`config.mk`:
```
export PLATFORM = sky130hd
export DESIGN_NAME = ysyx_25040105_ifu
export DESIGN_NICKNAME = d
export VERILOG_FILES = /design/src/rtl/ysyx_25040105_ifu.sv
export SDC_FILE = /design/constraint.sdc
export NUM_CORES = 1
export LEC_CHECK = 0
export CAP_MARGIN = 10
export CORE_AREA = 2 2 110 112
export CTS_CLUSTER_SIZE = 20
export DETAILED_ROUTE_END_ITERATION = 8
export DIE_AREA = 0 0 112 114
export PLACE_DENSITY = 0.75
export SYNTH_ARGS = -nofsm -noshare
export SYNTH_HDL_FRONTEND = slang
export SYNTH_SLANG_ARGS = --single-unit
```
`constraint.sdc`:
```
create_clock -name clk -period 2.79 [get_ports clk]
set_input_delay 0.558 -clock clk [delete_from_list [all_inputs] [get_ports clk]]
set_output_delay 0.558 -clock clk [all_outputs]
set_load 0.005 [all_outputs]
```
`src/rtl/ysyx_25040105_ifu.sv`:
```
// Instruction fetch unit: owns the PC, keeps one word read in flight to imem,
// and hands the buffered instruction to decode over a valid/ready handshake.
module ysyx_25040105_ifu #(
   parameter logic [31:0] RESET_PC = 32'h8000_0000
) (
   input  logic        clk,
   input  logic        rst,
   input  logic        redirect_valid,
   input  logic [31:0] redirect_pc,
   output logic        imem_req_valid,
   input  logic        imem_req_ready,
   output logic [31:0] imem_req_addr,
   input  logic        imem_resp_valid,
   input  logic [31:0] imem_resp_data,
   output logic        inst_valid,
   input  logic        inst_ready,
   output logic [31:0] inst,
   output logic [31:0] inst_pc
);

   typedef enum logic [2:0] {
      IDLE,
      REQ,
      WAIT,
      HOLD,
      DROP
   } state_t;

   state_t      state, state_nxt;
   logic [31:0] pc, pc_nxt;
   logic [31:0] inst_nxt, inst_pc_nxt;
   logic [31:0] redirect_tgt;

   // Redirect targets are word aligned; the low two bits are simply cleared.
   assign redirect_tgt = redirect_pc & ~32'h3;

   // NOTE: every variable assigned in this block gets its hold value first,
   // so no path leaves one unassigned and no latch is inferred.
   always_comb begin
      state_nxt   = state;
      pc_nxt      = pc;
      inst_nxt    = inst;
      inst_pc_nxt = inst_pc;
      unique case (state)
         IDLE: begin
            state_nxt = REQ;
            if (redirect_valid) pc_nxt = redirect_tgt;
         end
         REQ: begin
            if (redirect_valid) pc_nxt = redirect_tgt;
            // A redirect racing the accept leaves a wrong-path read in flight.
            if (imem_req_ready) state_nxt = redirect_valid ? DROP : WAIT;
         end
         WAIT: begin
            if (imem_resp_valid) begin
               if (redirect_valid) begin
                  pc_nxt    = redirect_tgt;
                  state_nxt = REQ;
               end else begin
                  inst_nxt    = imem_resp_data;
                  inst_pc_nxt = pc;
                  state_nxt   = HOLD;
               end
            end else if (redirect_valid) begin
               pc_nxt    = redirect_tgt;
               state_nxt = DROP;
            end
         end
         HOLD: begin
            // Redirect takes priority over a same-cycle decode handshake.
            if (redirect_valid) begin
               pc_nxt    = redirect_tgt;
               state_nxt = REQ;
            end else if (inst_ready) begin
               pc_nxt    = pc + 32'd4;
               state_nxt = REQ;
            end
         end
         DROP: begin
            if (redirect_valid) pc_nxt = redirect_tgt;
            if (imem_resp_valid) state_nxt = REQ;
         end
         default: state_nxt = IDLE;
      endcase
   end

   // NOTE: state registers use non-blocking assignments so every flop samples
   // the pre-edge values regardless of process ordering.
   always_ff @(posedge clk or posedge rst) begin
      if (rst) begin
         state   <= IDLE;
         pc      <= RESET_PC;
         inst    <= '0;
         inst_pc <= '0;
      end else begin
         state   <= state_nxt;
         pc      <= pc_nxt;
         inst    <= inst_nxt;
         inst_pc <= inst_pc_nxt;
      end
   end

   assign imem_req_valid = (state == REQ);
   assign imem_req_addr  = pc;
   assign inst_valid     = (state == HOLD);

endmodule

```
==> impl_metrics.ini, run 1 <==
[yosys]
syn_area_sq_um = 4530
synth_area_per_cell_sq_um = 11.3
synth_edf_count = 0
yosys_warnings = 0
yosysSeqAreaShare_pct = 52.5
ys_flop_type = dfrtp_1
ys_seq_elements = 95
synthCells = 402
ys_async_sr_fraction_pct = 100
netlist-cell-type-count = 53

[timing]
finalCriticalPeriod_ns = 2.24
relative_slew_margins_pct = 59.3
rsz0062_at_grt = false
finalMaxSlewViolations = 0
tightestPinTransition_ns = 0.605
totalNegativeSetupSlack_ns = 0
final_hold_viol_count = 0
report.final.setup_viol = 0
fin_worst_skew_ns = 0.00443
max_clock_freq_mhz = 445
min_period_over_period_pct = 80.5

[outcome]
result_of_the_run = completed

[worst_setup_path]
timing.critical_path.from_type = flip-flop
worstRegToRegCells = 6
cp-end-kind = flip-flop
setup_slack_of_the_most_critical_reg_to_reg_path_ns = 0.55
cp.arrival_ns = 2.51
timing.critical_path.fanout_max = 7
worstPathRequired_ns = 3.06
timing.rr.start = imem_req_addr[3]
rr_endpoint = imem_req_addr[28]
critical_path_class = reg2reg

[pwr]
pwr_density_cell_nw_per_um2 = 996
p_total_uw = 6610
clkPwrFrac_pct = 19.0
swShare_pct = 32.6
intPower_uw = 4450
max-vdd-ir-drop_v = 0.000502
power.sequential.fraction_pct = 39.8
pwr-share-comb_pct = 41.2
p_sw_uw = 2160
static-leakage-power_uw = 0.00272

[cts]
cts.htree.levels = 3
ctsRootBufferMaster = clkbuf_16
postCtsSetupBuffers = 0
clk-insertion-delay-late_ns = 0.34
cts_max_path_buffers = 2
clkSlewWorstSetupHoldPaths_ns = 0.06
count_of_cells_resized_by_post_cts_repair = 0
cts_inserted_buffers = 9
cts.sinks = 95
cts_tree = yes
ctsHoldBuffers = 0

[die]
fp.dieW_microns = 112
fp.coreArea_sq_um = 11700
floorplan.initialDensity_pct = 38.7
core.rowCount = 40
floorplan.die.height_microns = 114
floorplan_die_area_sq_um = 12800
io-pin-count = 168

[final_layout]
layout_commonest_cell = clkdlybuf4s50_1
synthToLayoutAreaGrowth_pct = 46.6
fraction_of_final_layout_cells_sized_beyond_drive_strength_1_pct = 18.7
layout.cells.non_filler = 709
layout.nets = 628
layout_common_cells = clkdlybuf4s50_1 (161), dfrtp_1 (94), mux2_2 (62), a21oi_1 (31), nand2_1 (27)
post-route-util_pct = 56.7
final_design_area_no_fill_sq_um = 6640
antennaDiodeCount = 0

[job]
maxCapViolCount = 0

[global_routing]
wire_length_of_the_first_global_routing_pass_mm = 19.5
globalRouteTotalUtil_pct = 19.1
global_route.overflow_total = 0
pin_count_of_the_biggest_net_entering_global_routing = 96
grt_pass1_vias = 3864
antenna_found_initial = 0

[min_path]
hold-path-cell-count = 1
hold_path.startpoint = inst[27]
timing.hold.worst.class = reg2reg
hold_path_end = inst[27]

[routing]
post_drt_wl_per_cell_microns = 16.9
detail_route.first_pass.iterations = 4
vias_per_instance = 5.45
drc = 0
detailedRoute.firstIterationViolations = 302
drtAntennaViolNets = 0
drt_wl_total_mm = 12.0
dr_total_vias = 3863

[placement]
gp_congestion = 0.822
place.port_buffers = 161
post-dp-hpwl_mm = 8.52
placedInstanceArea_sq_um = 6330
numPlacedInstances = 693
## power by group through the flow
stage / registers [uW] / clock network, uW / logic [uW]
detailed placement: 2650 / 0 / 2740
global route: 2750 / 1350 / 2960
global placement: 2610 / 0 / 2690
floorplan: 2530 / 0 / 1160
CTS: 2630 / 1290 / 2760
finish: 2630 / 1260 / 2720
## sequential cells by signal, summed over array words and instances, names as in the netlist
name	cells
inst	32
imem_req_addr	30
state	3
inst_pc	30
## metrics by stage
step | setup WS (ns) | hold WS [ns]
after floorplan | 0.843 | 0.505
after global placement | 0.326 | 0.488
after detailed placement | 0.294 | 0.495
after CTS | 0.556 | 0.509
after global routing | 0.350 | 0.523
final | 0.545 | 0.505
## worst max-delay path by stage
| stage | depth (start not counted) | start | slack (ns) | to |
|---|---|---|---|---|
| final | 6 | imem_req_addr[3] | 0.55 | imem_req_addr[28] |
| after global routing | 6 | imem_req_addr[3] | 0.35 | imem_req_addr[28] |
| after CTS | 2 | state[0] | 0.56 | imem_req_valid |
| after detailed placement | 6 | redirect_valid | 0.29 | inst[24] |
| after global placement | 6 | redirect_valid | 0.33 | inst[24] |
| after floorplan | 6 | redirect_valid | 0.84 | inst[0] |
## final cells by class
cell class | count | area, sq um
Timing Repair Buffer | 171 | 1720
Sequential cell | 95 | 2380
Multi-Input combinational cell | 274 | 2020
Clock buffer | 11 | 253
Inverter | 6 | 26.3
Clock inverter | 5 | 56.3
Fill cell | 1001 | 5070
Tap cell | 147 | 184
## worst max-delay path: stages (launching register included)
cell and delay, ns:
dfrtp_1 0.50, ha_1 0.29, nand4_1 0.24, nor4_4 0.59, nand4_1 0.20, a21oi_1 0.19, a2bb2oi_1 0.16
## layer usage
| metal | wire length [microns] | global-route usage (%) | vias to the layer above |
|---|---|---|---|
| li1 | - | - | 1790 |
| met1 | 5030 | 23.8 | 1915 |
| met2 | 5980 | 32.4 | 142 |
| met3 | 769 | 5.10 | 16 |
| met4 | 221 | 6.67 | 0 |
| met5 | 0 | 0 | - |
## logic make-up (layout without fill, tap and decap cells)
family	after synthesis	after routing	share of synthesized area, %
buffers and inverters	36	193	3.78
AND/OR/NAND/NOR	109	109	14.0
AO/OA/AOI/OAI	95	95	13.3
multiplexers	64	64	15.9
adder cells (fa/ha/maj)	2	2	0.497
flip-flops	95	95	52.5
other	1	4	0.0828
## cell usage after synthesis (2+ instances only)
cell type / number / area [sq um]
a21boi_0: 2 / 15.0
a21oi_1: 31 / 155
a22oi_1: 2 / 15.0
a2bb2oi_1: 10 / 87.6
a31oi_1: 4 / 25.0
a32oi_1: 2 / 17.5
and2_1: 2 / 12.5
and3_1: 6 / 37.5
and4_1: 3 / 26.3
buf_2: 16 / 80.1
buf_4: 4 / 30.0
clkbuf_1: 9 / 33.8
dfrtp_1: 94 / 2350
inv_1: 6 / 22.5
mux2_2: 62 / 698
mux2i_1: 2 / 20.0
nand2_1: 27 / 101
nand2b_1: 2 / 12.5
nand3_1: 16 / 80.1
nand4_1: 9 / 56.3
nand4_4: 2 / 42.5
nor2_1: 22 / 82.6
nor2b_1: 2 / 12.5
nor3_1: 4 / 20.0
nor3b_1: 2 / 15.0
nor4_4: 2 / 42.5
o21ai_0: 19 / 95.1
o22a_1: 3 / 26.3
o22ai_1: 11 / 68.8
o2bb2ai_1: 3 / 26.3
(Power assumes the default switching activity.)
==> run 2: changes to the inputs <==
--- a/config.mk
+++ b/config.mk
@@ -10,7 +10,7 @@
 export CTS_CLUSTER_SIZE = 20
 export DETAILED_ROUTE_END_ITERATION = 8
 export DIE_AREA = 0 0 112 114
-export PLACE_DENSITY = 0.75
+export PLACE_DENSITY = 0.72
 export SYNTH_ARGS = -nofsm -noshare
 export SYNTH_HDL_FRONTEND = slang
 export SYNTH_SLANG_ARGS = --single-unit
==> constraint.sdc (replaced) <==
create_clock -name clk -period 2.2 [get_ports clk]
set_input_delay 0.44 -clock clk [delete_from_list [all_inputs] [get_ports clk]]
set_output_delay 0.44 -clock clk [all_outputs]
set_load 0.005 [all_outputs]
==> run 2 against run 1 <==
Worst setup slack lost 0.45 ns. Critical path depth down 4. Clock power rose by 15%. Via count increased by 1.2%.
==> impl_metrics.ini, run 2 (same netlist as run 1, synthesis figures left out) <==
[timing]
rsz0062_at_grt = false
min_period_over_period_pct = 95.5
totalNegativeSetupSlack_ns = 0
report.final.setup_viol = 0
hold_slack_ns = 0.505
tightestPinTransition_ns = 0.614
finalCriticalPeriod_ns = 2.10
finalMaxSlewViolations = 0
fin_worst_skew_ns = 0.00676
fin_ws_ns = 0.0984
final_hold_viol_count = 0
max_clock_freq_mhz = 476
relative_slew_margins_pct = 59.0

[worst_setup_path]
critical_path_class = reg2out
worstPathRequired_ns = 1.76
timing.critical_path.from_type = flip-flop
cp.arrival_ns = 1.66
timing.critical_path.fanout_max = 11
cp-end-kind = output pin

[die]
fp.dieW_microns = 112
floorplan_die_area_sq_um = 12800
floorplan.initialDensity_pct = 38.7
floorplan.die.height_microns = 114
fp.coreArea_sq_um = 11700
io-pin-count = 168
core.rowCount = 40

[final_layout]
layout_common_cells = clkdlybuf4s50_1 (161), dfrtp_1 (94), mux2_2 (62), a21oi_1 (31), nand2_1 (27)
antennaDiodeCount = 0
max_flop_register = inst
count_of_fill_cells_added_during_filler_insertion = 992
layout_commonest_cell = clkdlybuf4s50_1
fraction_of_final_layout_cells_sized_beyond_drive_strength_1_pct = 20.9
layout.nets = 645
synthToLayoutAreaGrowth_pct = 50.3
largest_reg_flops = 32
final_design_area_no_fill_sq_um = 6810

[placement]
preCtsSetupSlack_ns = 0.0665
post-dp-hpwl_mm = 9.22
placedInstanceArea_sq_um = 6530
gp_congestion = 0.848
place.port_buffers = 161

[routing]
detailedRoute.firstIterationViolations = 286
vias_per_instance = 5.39
detail_route.first_pass.iterations = 4
dr_total_vias = 3910
drc = 0
drt_wl_total_mm = 12.5
drtAntennaViolNets = 0
post_drt_wl_per_cell_microns = 17.3

[cts]
ctsRootBufferMaster = clkbuf_16
cts_max_path_buffers = 2
clk-insertion-delay-late_ns = 0.34
cts.sinks = 95
postCtsSetupBuffers = 0
count_of_cells_resized_by_post_cts_repair = 0
clkSlewWorstSetupHoldPaths_ns = 0.07
cts.htree.levels = 3
ctsHoldBuffers = 0
cts_inserted_buffers = 9
cts_tree = yes

[global_routing]
antenna_found_initial = 0
globalRouteTotalUtil_pct = 19.6
grt_pass1_vias = 3932
pin_count_of_the_biggest_net_entering_global_routing = 36
global_route.overflow_total = 0
wire_length_of_the_first_global_routing_pass_mm = 19.9

[pwr]
max-vdd-ir-drop_v = 0.000614
static-leakage-power_uw = 0.00281
p_total_uw = 8440
pwr_density_cell_nw_per_um2 = 1240

[min_path]
timing.hold.worst.class = reg2reg

[outcome]
result_of_the_run = completed

[job]
maxCapViolCount = 0
-- run 2: through the flow --
step                      instances  util [%]
after detailed placement        710      55.8
after global routing            726      58.1
final                           726      58.1
after floorplan                 405         -
after CTS                       726      58.1
after global placement          710      55.8
-- run 2: path summary, 6_finish.rpt --
path                                           to  depth (start not counted)        startpoint  slack [ns]
worst min-delay path                   inst_pc[9]                          1        inst_pc[9]        0.51
worst min register to register         inst_pc[9]                          1        inst_pc[9]        0.51
max in group asynchronous       imem_req_addr[31]                          3               rst        1.06
worst max register to register  imem_req_addr[28]                          7  imem_req_addr[2]        0.30
worst max-delay path               imem_req_valid                          2          state[0]         0.1
min in group asynchronous                 inst[5]                          2               rst        0.55
-- run 2: final cells by class --
type	count	area (sq um)	share of cell area, %
timing repair buffer	188	1930	28.3
sequential	95	2380	34.9
tap	147	184	2.70
clock buffer	10	229	3.36
multi-input combinational	274	2020	29.6
clock inverter	6	46.3	0.680
inverter	6	26.3	0.386
-- run 2: worst max-delay path, cell delays in order (launching register included) --
cell             delay (ns)
dfrtp_1                0.56
nor3b_1                0.23
clkdlybuf4s50_1        0.53
-- run 2: per-layer routing --
metal	GRT usage, %	part of all wire (%)	wire length (microns)
met5	0	0	0
met4	6.10	1.4	176
met3	5.26	6.4	802
met2	35.4	53	6590
met1	22.9	40	4960
-- run 2: where the power goes --
group | total (uW) | switching (uW) | internal [uW] | leakage [uW]
logic | 3760 | 1410 | 2350 | 0.00149
registers | 3230 | 722 | 2510 | 0.00118
clock network | 1450 | 678 | 773 | 0.000129
==> run 3: changes to the inputs <==
--- a/config.mk
+++ b/config.mk
@@ -6,11 +6,11 @@
 export NUM_CORES = 1
 export LEC_CHECK = 0
 export CAP_MARGIN = 10
-export CORE_AREA = 2 2 110 112
+export CORE_AREA = 2 2 117 119
 export CTS_CLUSTER_SIZE = 20
 export DETAILED_ROUTE_END_ITERATION = 8
-export DIE_AREA = 0 0 112 114
-export PLACE_DENSITY = 0.72
+export DIE_AREA = 0 0 119 121
+export GPL_TIMING_DRIVEN = 0
 export SYNTH_ARGS = -nofsm -noshare
 export SYNTH_HDL_FRONTEND = slang
 export SYNTH_SLANG_ARGS = --single-unit
==> run 3 against run 2 <==
Sequential power rose by 2%. Worst hold slack got worse by 0.012 ns. Register-to-register slack got worse by 0.09 ns. Combinational power fell by 5%. Total power rose by 0.21%. Critical path type unchanged. Clock skew barely moved. Utilization fell by 6.6 points. Count of clock-buffer cells in the layout rose by 1. Routed wire length rose by 8.8%. Non-clock buffer count rose by 6. First-iteration DRC count rose by 8.7%. Highest routed layer unchanged. Design area fell by 0.96%.
==> impl_metrics.ini, run 3 (same netlist as run 1, synthesis figures left out) <==
[pwr]
p_sw_uw = 2830
static-leakage-power_uw = 0.00280
max-vdd-ir-drop_v = 0.000507
swShare_pct = 33.5
pwr_density_cell_nw_per_um2 = 1250
p_total_uw = 8460
power.sequential.fraction_pct = 39.0
clkPwrFrac_pct = 18.6
pwr-share-comb_pct = 42.4
intPower_uw = 5630

[placement]
placedInstanceArea_sq_um = 6410
place.port_buffers = 160
post-dp-hpwl_mm = 9.93
gp_congestion = 0.836

[routing]
dr_total_vias = 3934
drtAntennaViolNets = 0
detail_route.first_pass.iterations = 4
detailedRoute.firstIterationViolations = 311
post_drt_wl_per_cell_microns = 17.9
drc = 0
vias_per_instance = 5.17
drt_wl_total_mm = 13.6

[final_layout]
antennaDiodeCount = 0
count_of_fill_cells_added_during_filler_insertion = 1162
post-route-util_pct = 51.5
layout.nets = 651
final_design_area_no_fill_sq_um = 6740
synthToLayoutAreaGrowth_pct = 48.9
largest_reg_flops = 32
fraction_of_final_layout_cells_sized_beyond_drive_strength_1_pct = 20.9
max_flop_register = inst
layout_common_cells = clkdlybuf4s50_1 (160), dfrtp_1 (92), mux2_2 (62), a21oi_1 (31), nand2_1 (27)
layout_commonest_cell = clkdlybuf4s50_1

[timing]
finalCriticalPeriod_ns = 2.09
min_period_over_period_pct = 95.1
fin_worst_skew_ns = 0.00652
max_clock_freq_mhz = 478
relative_slew_margins_pct = 46.2
report.final.setup_viol = 0
tightestPinTransition_ns = 0.805
rsz0062_at_grt = false
final_hold_viol_count = 0
totalNegativeSetupSlack_ns = 0
finalMaxSlewViolations = 0

[global_routing]
grt_pass1_vias = 3922
use_met3_pct = 4.79
antenna_found_initial = 0
pin_count_of_the_biggest_net_entering_global_routing = 39
gr-usage-met1_pct = 25.4
wire_length_of_the_first_global_routing_pass_mm = 21.5
global_route.usage.met2_pct = 31.1
globalRoute.busiestLayer = met2
global_route.overflow_total = 0
globalRouteTotalUtil_pct = 19.3

[worst_setup_path]
timing.critical_path.from = state[1]
worstRegToRegCells = 6
cp-end-kind = output pin
worst_setup_path_endpoint = imem_req_valid
rr_endpoint = imem_req_addr[6]
critical-path-slowest-cell = clkdlybuf4s50_1
crit_path_max_incr_delay_ns = 0.53
cp.arrival_ns = 1.65
timing.critical_path.fanout_max = 10
timing.rr.start = state[1]
critical_path_class = reg2out
critical_path_cell_sequence = buf_2 -> nor3b_1 -> clkdlybuf4s50_1
setup_slack_of_the_most_critical_reg_to_reg_path_ns = 0.21
worstPathRequired_ns = 1.76
timing.critical_path.from_type = flip-flop

[cts]
clk-insertion-delay-late_ns = 0.35
ctsRootBufferMaster = clkbuf_16
cts.htree.levels = 3
cts_inserted_buffers = 9
cts.sinks = 95
clkSlewWorstSetupHoldPaths_ns = 0.06
ctsHoldBuffers = 0
cts_tree = yes
cts_max_path_buffers = 2

[min_path]
timing.hold.worst.class = in2reg

[die]
floorplan.die.height_microns = 121
fp.dieW_microns = 119
fp.coreArea_sq_um = 13100
floorplan.initialDensity_pct = 34.6
core.rowCount = 42
floorplan_die_area_sq_um = 14400
io-pin-count = 168

[job]
maxCapViolCount = 0

[outcome]
result_of_the_run = completed
run 3: changes by cell type in the layout (fill, tap and decap cells not counted), moves of 4 or more:
cell and change:
buf_12 -8, buf_2 +16, buf_4 -12, clkbuf_1 +6, clkbuf_2 +4
run 3: stage by stage:
stage / cells / worst slack, ns / hold slack (ns)
after floorplan: 405 / 0.371 / 0.505
after global placement: 741 / -0.456 / 0.489
after detailed placement: 743 / -0.426 / 0.494
after CTS: 761 / 0.0749 / 0.483
after global routing: 761 / 0.0224 / 0.519
final: 761 / 0.107 / 0.493
run 3: what timing repair did:
action	CTS	global route
buffers inserted	2	0
pin swaps	1	1
endpoints found under the hold margin	0	0
setup endpoints to repair	66	17
resized for setup	2	8
run 3: layout make-up:
| type | instances | area (sq um) | area share [%] |
|---|---|---|---|
| Timing Repair Buffer | 164 | 1660 | 24.7 |
| Tap cell | 176 | 220 | 3.27 |
| Inverter | 6 | 26.3 | 0.390 |
| Buffer | 30 | 153 | 2.26 |
| Sequential cell | 95 | 2380 | 35.3 |
| Multi-Input combinational cell | 274 | 2000 | 29.7 |
| Clock inverter | 5 | 56.3 | 0.835 |
| Clock buffer | 11 | 243 | 3.60 |
run 3: power by group through the flow:
stage	registers, uW	clock network, uW	logic [uW]
after floorplan	3200	0	1480
after global placement	3280	0	3540
after detailed placement	3320	0	3600
after CTS	3290	1620	3620
after global routing	3420	1700	3870
final	3300	1570	3590
run 3: layer usage:
layer / wire length, microns / share of wire [%] / vias to the layer above
met5: 0 / 0 / -
met4: 174 / 1.3 / 0
met3: 1070 / 7.8 / 14
met2: 6620 / 49 / 148
met1: 5770 / 42 / 1930
li1: - / - / 1842
run 3: worst min-delay path by stage:
stage / start / end / cells past startpoint
after global routing: inst[11] / inst[11] / 1
after global placement: inst[24] / inst[24] / 1
final: redirect_valid / state[2] / 3
after detailed placement: inst[0] / inst[0] / 1
after CTS: redirect_valid / state[2] / 3
after floorplan: inst[0] / inst[0] / 1
run 3: worst max-delay path, delay by kind of cell, from the launching register on:
kind | cells | cell delay [ns]
and+or+nand+nor | 1 | 0.20
DFF | 1 | 0.40
buffers and inverters | 2 | 0.71
